File: src/rtl/fpu_types_pkg.sv
// Shared types for the FPU decode queue: opcode enum, select codes,
// raw instruction field layout and the decoded control word.
package fpu_types_pkg;

  typedef enum logic [6:0] {
    OPC_OPFP   = 7'b1010011,
    OPC_FMADD  = 7'b1000011,
    OPC_FMSUB  = 7'b1000111,
    OPC_FNMSUB = 7'b1001011,
    OPC_FNMADD = 7'b1001111
  } fpu_opcode_e;

  localparam logic [2:0] SEL_OPFP   = 3'd0;
  localparam logic [2:0] SEL_FMADD  = 3'd1;
  localparam logic [2:0] SEL_FMSUB  = 3'd2;
  localparam logic [2:0] SEL_FNMADD = 3'd3;
  localparam logic [2:0] SEL_FNMSUB = 3'd4;
  localparam logic [2:0] SEL_ILL    = 3'd7;

  typedef struct packed {
    logic [4:0] funct5;
    logic [1:0] fmt;
    logic [4:0] rs2;
    logic [4:0] rs1;
    logic [2:0] rm;
    logic [4:0] rd;
    logic [6:0] opcode;
  } fpu_insn_t;

  typedef struct packed {
    logic [2:0] select;
    logic [4:0] op;
    logic [4:0] rd;
    logic [4:0] rs1;
    logic [4:0] rs2;
    logic [4:0] rs3;
    logic [2:0] rm;
    logic [1:0] fmt;
    logic       illegal;
  } fpu_decode_t;

endpackage

File: src/rtl/fpu_insn_decode.sv
// Combinational RV32 FP instruction decode into fpu_decode_t.
// FPU_DECODE_FMA_EN enables the R4 (fused multiply-add) opcodes.
module fpu_insn_decode
  import fpu_types_pkg::*;
#(
  parameter logic [3:0] FMT_MASK = 4'b0101
) (
  input  logic [31:0]  insn,
  output fpu_decode_t  dec
);

  fpu_insn_t f;
  assign f = fpu_insn_t'(insn);

  always_comb begin
    dec        = '0;
    dec.rd     = f.rd;
    dec.rs1    = f.rs1;
    dec.rs2    = f.rs2;
    dec.rm     = f.rm;
    dec.fmt    = f.fmt;
    dec.select = SEL_ILL;
    case (f.opcode)
      OPC_OPFP:   begin dec.select = SEL_OPFP;   dec.op  = f.funct5; end
`ifdef FPU_DECODE_FMA_EN
      OPC_FMADD:  begin dec.select = SEL_FMADD;  dec.rs3 = f.funct5; end
      OPC_FMSUB:  begin dec.select = SEL_FMSUB;  dec.rs3 = f.funct5; end
      OPC_FNMADD: begin dec.select = SEL_FNMADD; dec.rs3 = f.funct5; end
      OPC_FNMSUB: begin dec.select = SEL_FNMSUB; dec.rs3 = f.funct5; end
`endif
      default:    dec.select = SEL_ILL;
    endcase
    // rm 111 is dynamic rounding and stays legal
    dec.illegal = (dec.select == SEL_ILL) || !FMT_MASK[f.fmt] ||
                  (f.rm == 3'b101) || (f.rm == 3'b110);
  end

endmodule

File: src/rtl/fpu_decode_queue.sv
// Decode-at-enqueue FIFO of FP instructions; stores decoded control words.
// FPU_DECODE_FMA_EN (in fpu_insn_decode) enables R4 opcode decode.
module fpu_decode_queue
  import fpu_types_pkg::*;
#(
  parameter int         DEPTH    = 4,
  parameter logic [3:0] FMT_MASK = 4'b0101,
  localparam int        CW       = $clog2(DEPTH+1)
) (
  input  logic          CLK,
  input  logic          nRST,
  input  logic          flush,
  input  logic          in_valid,
  output logic          in_ready,
  input  logic [31:0]   insn,
  output logic          out_valid,
  input  logic          out_ready,
  output fpu_decode_t   out_ctrl,
  output logic [CW-1:0] count
);

  localparam int AW = $clog2(DEPTH);

  fpu_decode_t   mem [DEPTH];
  fpu_decode_t   dec;
  logic [AW-1:0] wptr, rptr;
  logic          enq, deq;

  fpu_insn_decode #(.FMT_MASK(FMT_MASK)) u_dec (
    .insn (insn),
    .dec  (dec)
  );

  assign in_ready  = (count < CW'(DEPTH));
  assign out_valid = (count != '0);
  assign enq       = in_valid && in_ready;
  assign deq       = out_valid && out_ready;
  assign out_ctrl  = out_valid ? mem[rptr] : '0;

  // Power-of-two DEPTH lets the pointers wrap by natural overflow
  always_ff @(posedge CLK or negedge nRST) begin
    if (!nRST) begin
      wptr  <= '0;
      rptr  <= '0;
      count <= '0;
      for (int i = 0; i < DEPTH; i++) mem[i] <= '0;
    end else if (flush) begin
      wptr  <= '0;
      rptr  <= '0;
      count <= '0;
    end else begin
      if (enq) begin
        mem[wptr] <= dec;
        wptr      <= wptr + 1'b1;
      end
      if (deq) rptr <= rptr + 1'b1;
      if (enq && !deq)      count <= count + 1'b1;
      else if (!enq && deq) count <= count - 1'b1;
    end
  end

endmodule

File: config.mk
export PLATFORM = sky130hd
export DESIGN_NAME = fpu_decode_queue
export DESIGN_NICKNAME = d
export VERILOG_FILES = /design/src/rtl/fpu_types_pkg.sv /design/src/rtl/fpu_insn_decode.sv /design/src/rtl/fpu_decode_queue.sv
export SDC_FILE = /design/constraint.sdc
export NUM_CORES = 1
export LEC_CHECK = 0
export CAP_MARGIN = 5
export CORE_ASPECT_RATIO = 1.5
export CORE_MARGIN = 1.5
export CORE_UTILIZATION = 55
export DETAILED_ROUTE_END_ITERATION = 8
export PLACE_DENSITY = 0.8
export SYNTH_ARGS = -nofsm -noshare
export SYNTH_HDL_FRONTEND = slang
export SYNTH_SLANG_ARGS = --single-unit
File: constraint.sdc
create_clock -name CLK -period 2.5 [get_ports CLK]
set_input_delay 0.75 -clock CLK [delete_from_list [all_inputs] [get_ports CLK]]
set_output_delay 0.75 -clock CLK [all_outputs]
set_load 0.005 [all_outputs]
==> results of run 1 <==
worst max-delay path: stages, from the launching register on:
cell     delay [ns]
dfrtp_2        0.38
buf_6          0.13
buf_12         0.13
buf_6          0.10
mux4_2         0.49
and2_4         0.18
buf_6          0.11
power breakdown:
group	internal [uW]	switching, uW
Sequential	2540	395
Combinational	2700	1450
Clock	1620	878
final cells by class:
type / count / area (um2)
Fill cell: 554 / 2253
Tap cell: 115 / 143.9
Clock buffer: 20 / 456.7
Sequential cell: 115 / 2879
Clock inverter: 12 / 155.1
Timing Repair Buffer: 113 / 1289
Inverter: 5 / 18.77
Multi-Input combinational cell: 251 / 2549
flip-flops by register name, indices dropped and copies added, names as in the netlist:
signal / cells
mem: 108
count: 3
rptr: 2
wptr: 2
per-stage QoR:
stage,instances,power (uW)
floorplan,404,4867
global placement,584,6124
detailed placement,584,6253
CTS,629,9331
global route,631,10020
finish,631,9584
cells in the mapped netlist (all sizes together) (2+ instances only):
cell	count	area (um2)
ha	4	50.05
and2	28	175.2
nor2	7	26.28
xor2	3	26.28
nor2b	2	12.51
xnor2	2	17.52
inv	5	18.77
mux2	80	1036
a21oi	7	35.03
buf	26	183.9
nand3	3	15.01
mux4	27	608.1
dfrtp	115	2878
nand2	37	153.9
o21ai	27	135.1
nand2b	2	12.51
a31oi	5	31.28
clkbuf	7	26.28
timing repair:
| action | CTS | global route |
|---|---|---|
| buffers inserted | 11 | 4 |
| pin swaps | 21 | 3 |
| gates cloned | 2 | 0 |
| endpoints found under the setup margin | 30 | 29 |
| resized for setup | 163 | 23 |
kinds of logic (layout without fill, tap and decap cells):
logic type / after synthesis / count (layout) / share of synthesized area (%)
flops: 115 / 115 / 51.64
mux: 108 / 108 / 29.68
simple gates: 85 / 85 / 8.195
compound gates: 43 / 43 / 4.266
buf+inv: 38 / 150 / 4.109
fa+ha+maj: 5 / 5 / 1.257
xor+xnor: 5 / 5 / 0.7860
other cells: 1 / 5 / 0.06729
cells in the final DEF (no fill, tap or decap), drive strengths merged:
cell             n
dfrtp          115
and3b            1
o21ba            1
xor2             3
and2            28
inv              6
bufinv           3
a31oi            5
a311oi           1
buf             73
a21oi            7
clkdlybuf4s50   39
mux2i            1
clkinvlp         5
nand4bb          1
a2bb2oi          1
dlygate4sd2      1
nor2b            2
conb             5
xnor2            2
nor2             7
mux4            27
fa               1
or3              1
nand2b           2
nor3             1
clkinv           3
mux2            80
o21ai           27
nor3b            1
a221oi           1
ha               4
clkbuf          20
nand4            1
nand2           37
nand3            3
worst max path at each step:
stage	to	cells past startpoint	startpoint	slack [ns]
2_1_floorplan	out_ctrl[32]	5	rptr[0]	0.18
3_3_place_gp	count[1]	6	in_valid	0.002
3_5_place_dp	count[1]	6	in_valid	-0.02
4_1_cts	out_ctrl[12]	6	rptr[0]	-0.18
5_1_grt	out_ctrl[12]	6	rptr[0]	-0.24
6_report	out_ctrl[12]	6	rptr[0]	-0.19
layer usage:
layer / track usage, % / up-vias
li1: - / 1622
met1: 32.47 / 1945
met2: 43.74 / 105
met3: 7.995 / 27
met4: 11.38 / 0
met5: 0 / -
==> impl_metrics.py, run 1 <==
metrics = {
    "outcome": {
        "status": "finished, violations left",
        "violations": "DRC, setup timing",
    },
    "critical_path": {
        "end_kind": "output port",
        "critPathRequiredTime_ns": 1.75,
        "crit_type": "register to output port",
        "crit-reg2reg-launch": "count[2]",
        "start_kind": "register",
        "r2r_slack_ns": 0.76,
        "worst_r2r_path_depth": 6,
        "crit_fanout": 5,
        "timing.rr.end": "count[1]",
        "arrival_ns": 1.94,
    },
    "cts": {
        "clock-sinks": 115,
        "cts_max_level": 4,
        "root_buffer": "clkbuf_16",
        "cts_buffers": 17,
        "cts_max_path_buffers": 2,
        "hold_buffers": 0,
        "cts_tree": "yes",
        "path_clk_slew_ns": 0.05,
        "clock_latency_ns": 0.42,
    },
    "synth": {
        "async_flop_share_pct": 100.0,
        "synth_cell_types": 35,
        "yosys_register_bits": 115,
        "yosysSeqAreaShare_pct": 51.64,
        "synth_edf_count": 0,
        "syn-instance-count": 400,
        "netlist_area_um2": 5573,
        "synth_area_per_cell_um2": 13.93,
        "ys_warn_count": 0,
        "synth_ff_type": "dfrtp_1",
    },
    "grt": {
        "grt_usage_pct": 26.61,
        "grt_pass1_wl_mm": 21.36,
        "overflow": 0,
        "antenna_found_initial": 0,
        "grt_max_degree": 36,
        "grt_pass1_vias": 4081,
    },
    "placement": {
        "detailed_place.area_um2": 6569,
        "gp_congestion": 0.7844,
        "io_buffers": 70,
        "hpwl_mm": 7.712,
        "place_ws_ns": -0.02155,
    },
    "floorplanning": {
        "dieWidth_um": 85.19,
        "fp.dieH_um": 126.3,
        "initial_core_util_pct": 57.19,
        "io-pin-count": 76,
        "core-area_um2": 9744,
        "die-area_um2": 10760,
        "rows": 44,
    },
    "route": {
        "wl_met2_mm": 7.261,
        "wl_met1_mm": 5.123,
        "drt-initial-drc-count": 204,
        "num_vias": 3699,
        "highest_layer": "met4",
        "drc": 4,
        "dr.pass1.iters": 6,
        "viasPerCell": 5.862,
        "wl_per_cell_um": 21.04,
        "route.final.wire_length_mm": 13.28,
        "ant_nets": 0,
        "met3_length_um": 516,
    },
    "sta": {
        "maxSlewViolCount": 0,
        "rsz0062_at_grt": "yes",
        "setup_viol": 29,
        "fmaxAchievable_mhz": 371.1,
        "hold_ws_ns": 0.3002,
        "finalHoldViolations": 0,
        "fin_ws_ns": -0.1949,
        "setup-tns-final_ns": -3.363,
        "period_share_pct": 107.8,
        "fin_crit_ns": 2.695,
        "clock_skew_ns": 0.006644,
    },
    "final_layout": {
        "nets": 545,
        "diodes": 0,
        "design_area_um2": 7491,
        "final_core_util_pct": 76.87,
        "layout-drive-gt1-share_pct": 47.09,
        "syn_to_final_growth_pct": 34.42,
    },
    "hold_path": {
        "hold_class": "input port to asynchronous set/reset pin",
    },
    "pwr": {
        "leakagePower_uw": 0.003445,
        "ir_drop_mv": 0.7484,
        "cellPowerDensity_nw_per_um2": 1279,
    },
    "flow_run": {
        "drv_cap": 0,
    },
}
Power figures use the tool's default switching activity.
==> run 2: changes to the inputs <==
--- a/config.mk
+++ b/config.mk
@@ -9,6 +9,7 @@
 export CORE_ASPECT_RATIO = 1.5
 export CORE_MARGIN = 1.5
 export CORE_UTILIZATION = 55
+export CTS_CLUSTER_SIZE = 24
 export DETAILED_ROUTE_END_ITERATION = 8
 export PLACE_DENSITY = 0.8
 export SYNTH_ARGS = -nofsm -noshare
==> results of run 2 <==
Final layout, timing and power as in run 1 (identical DEF).
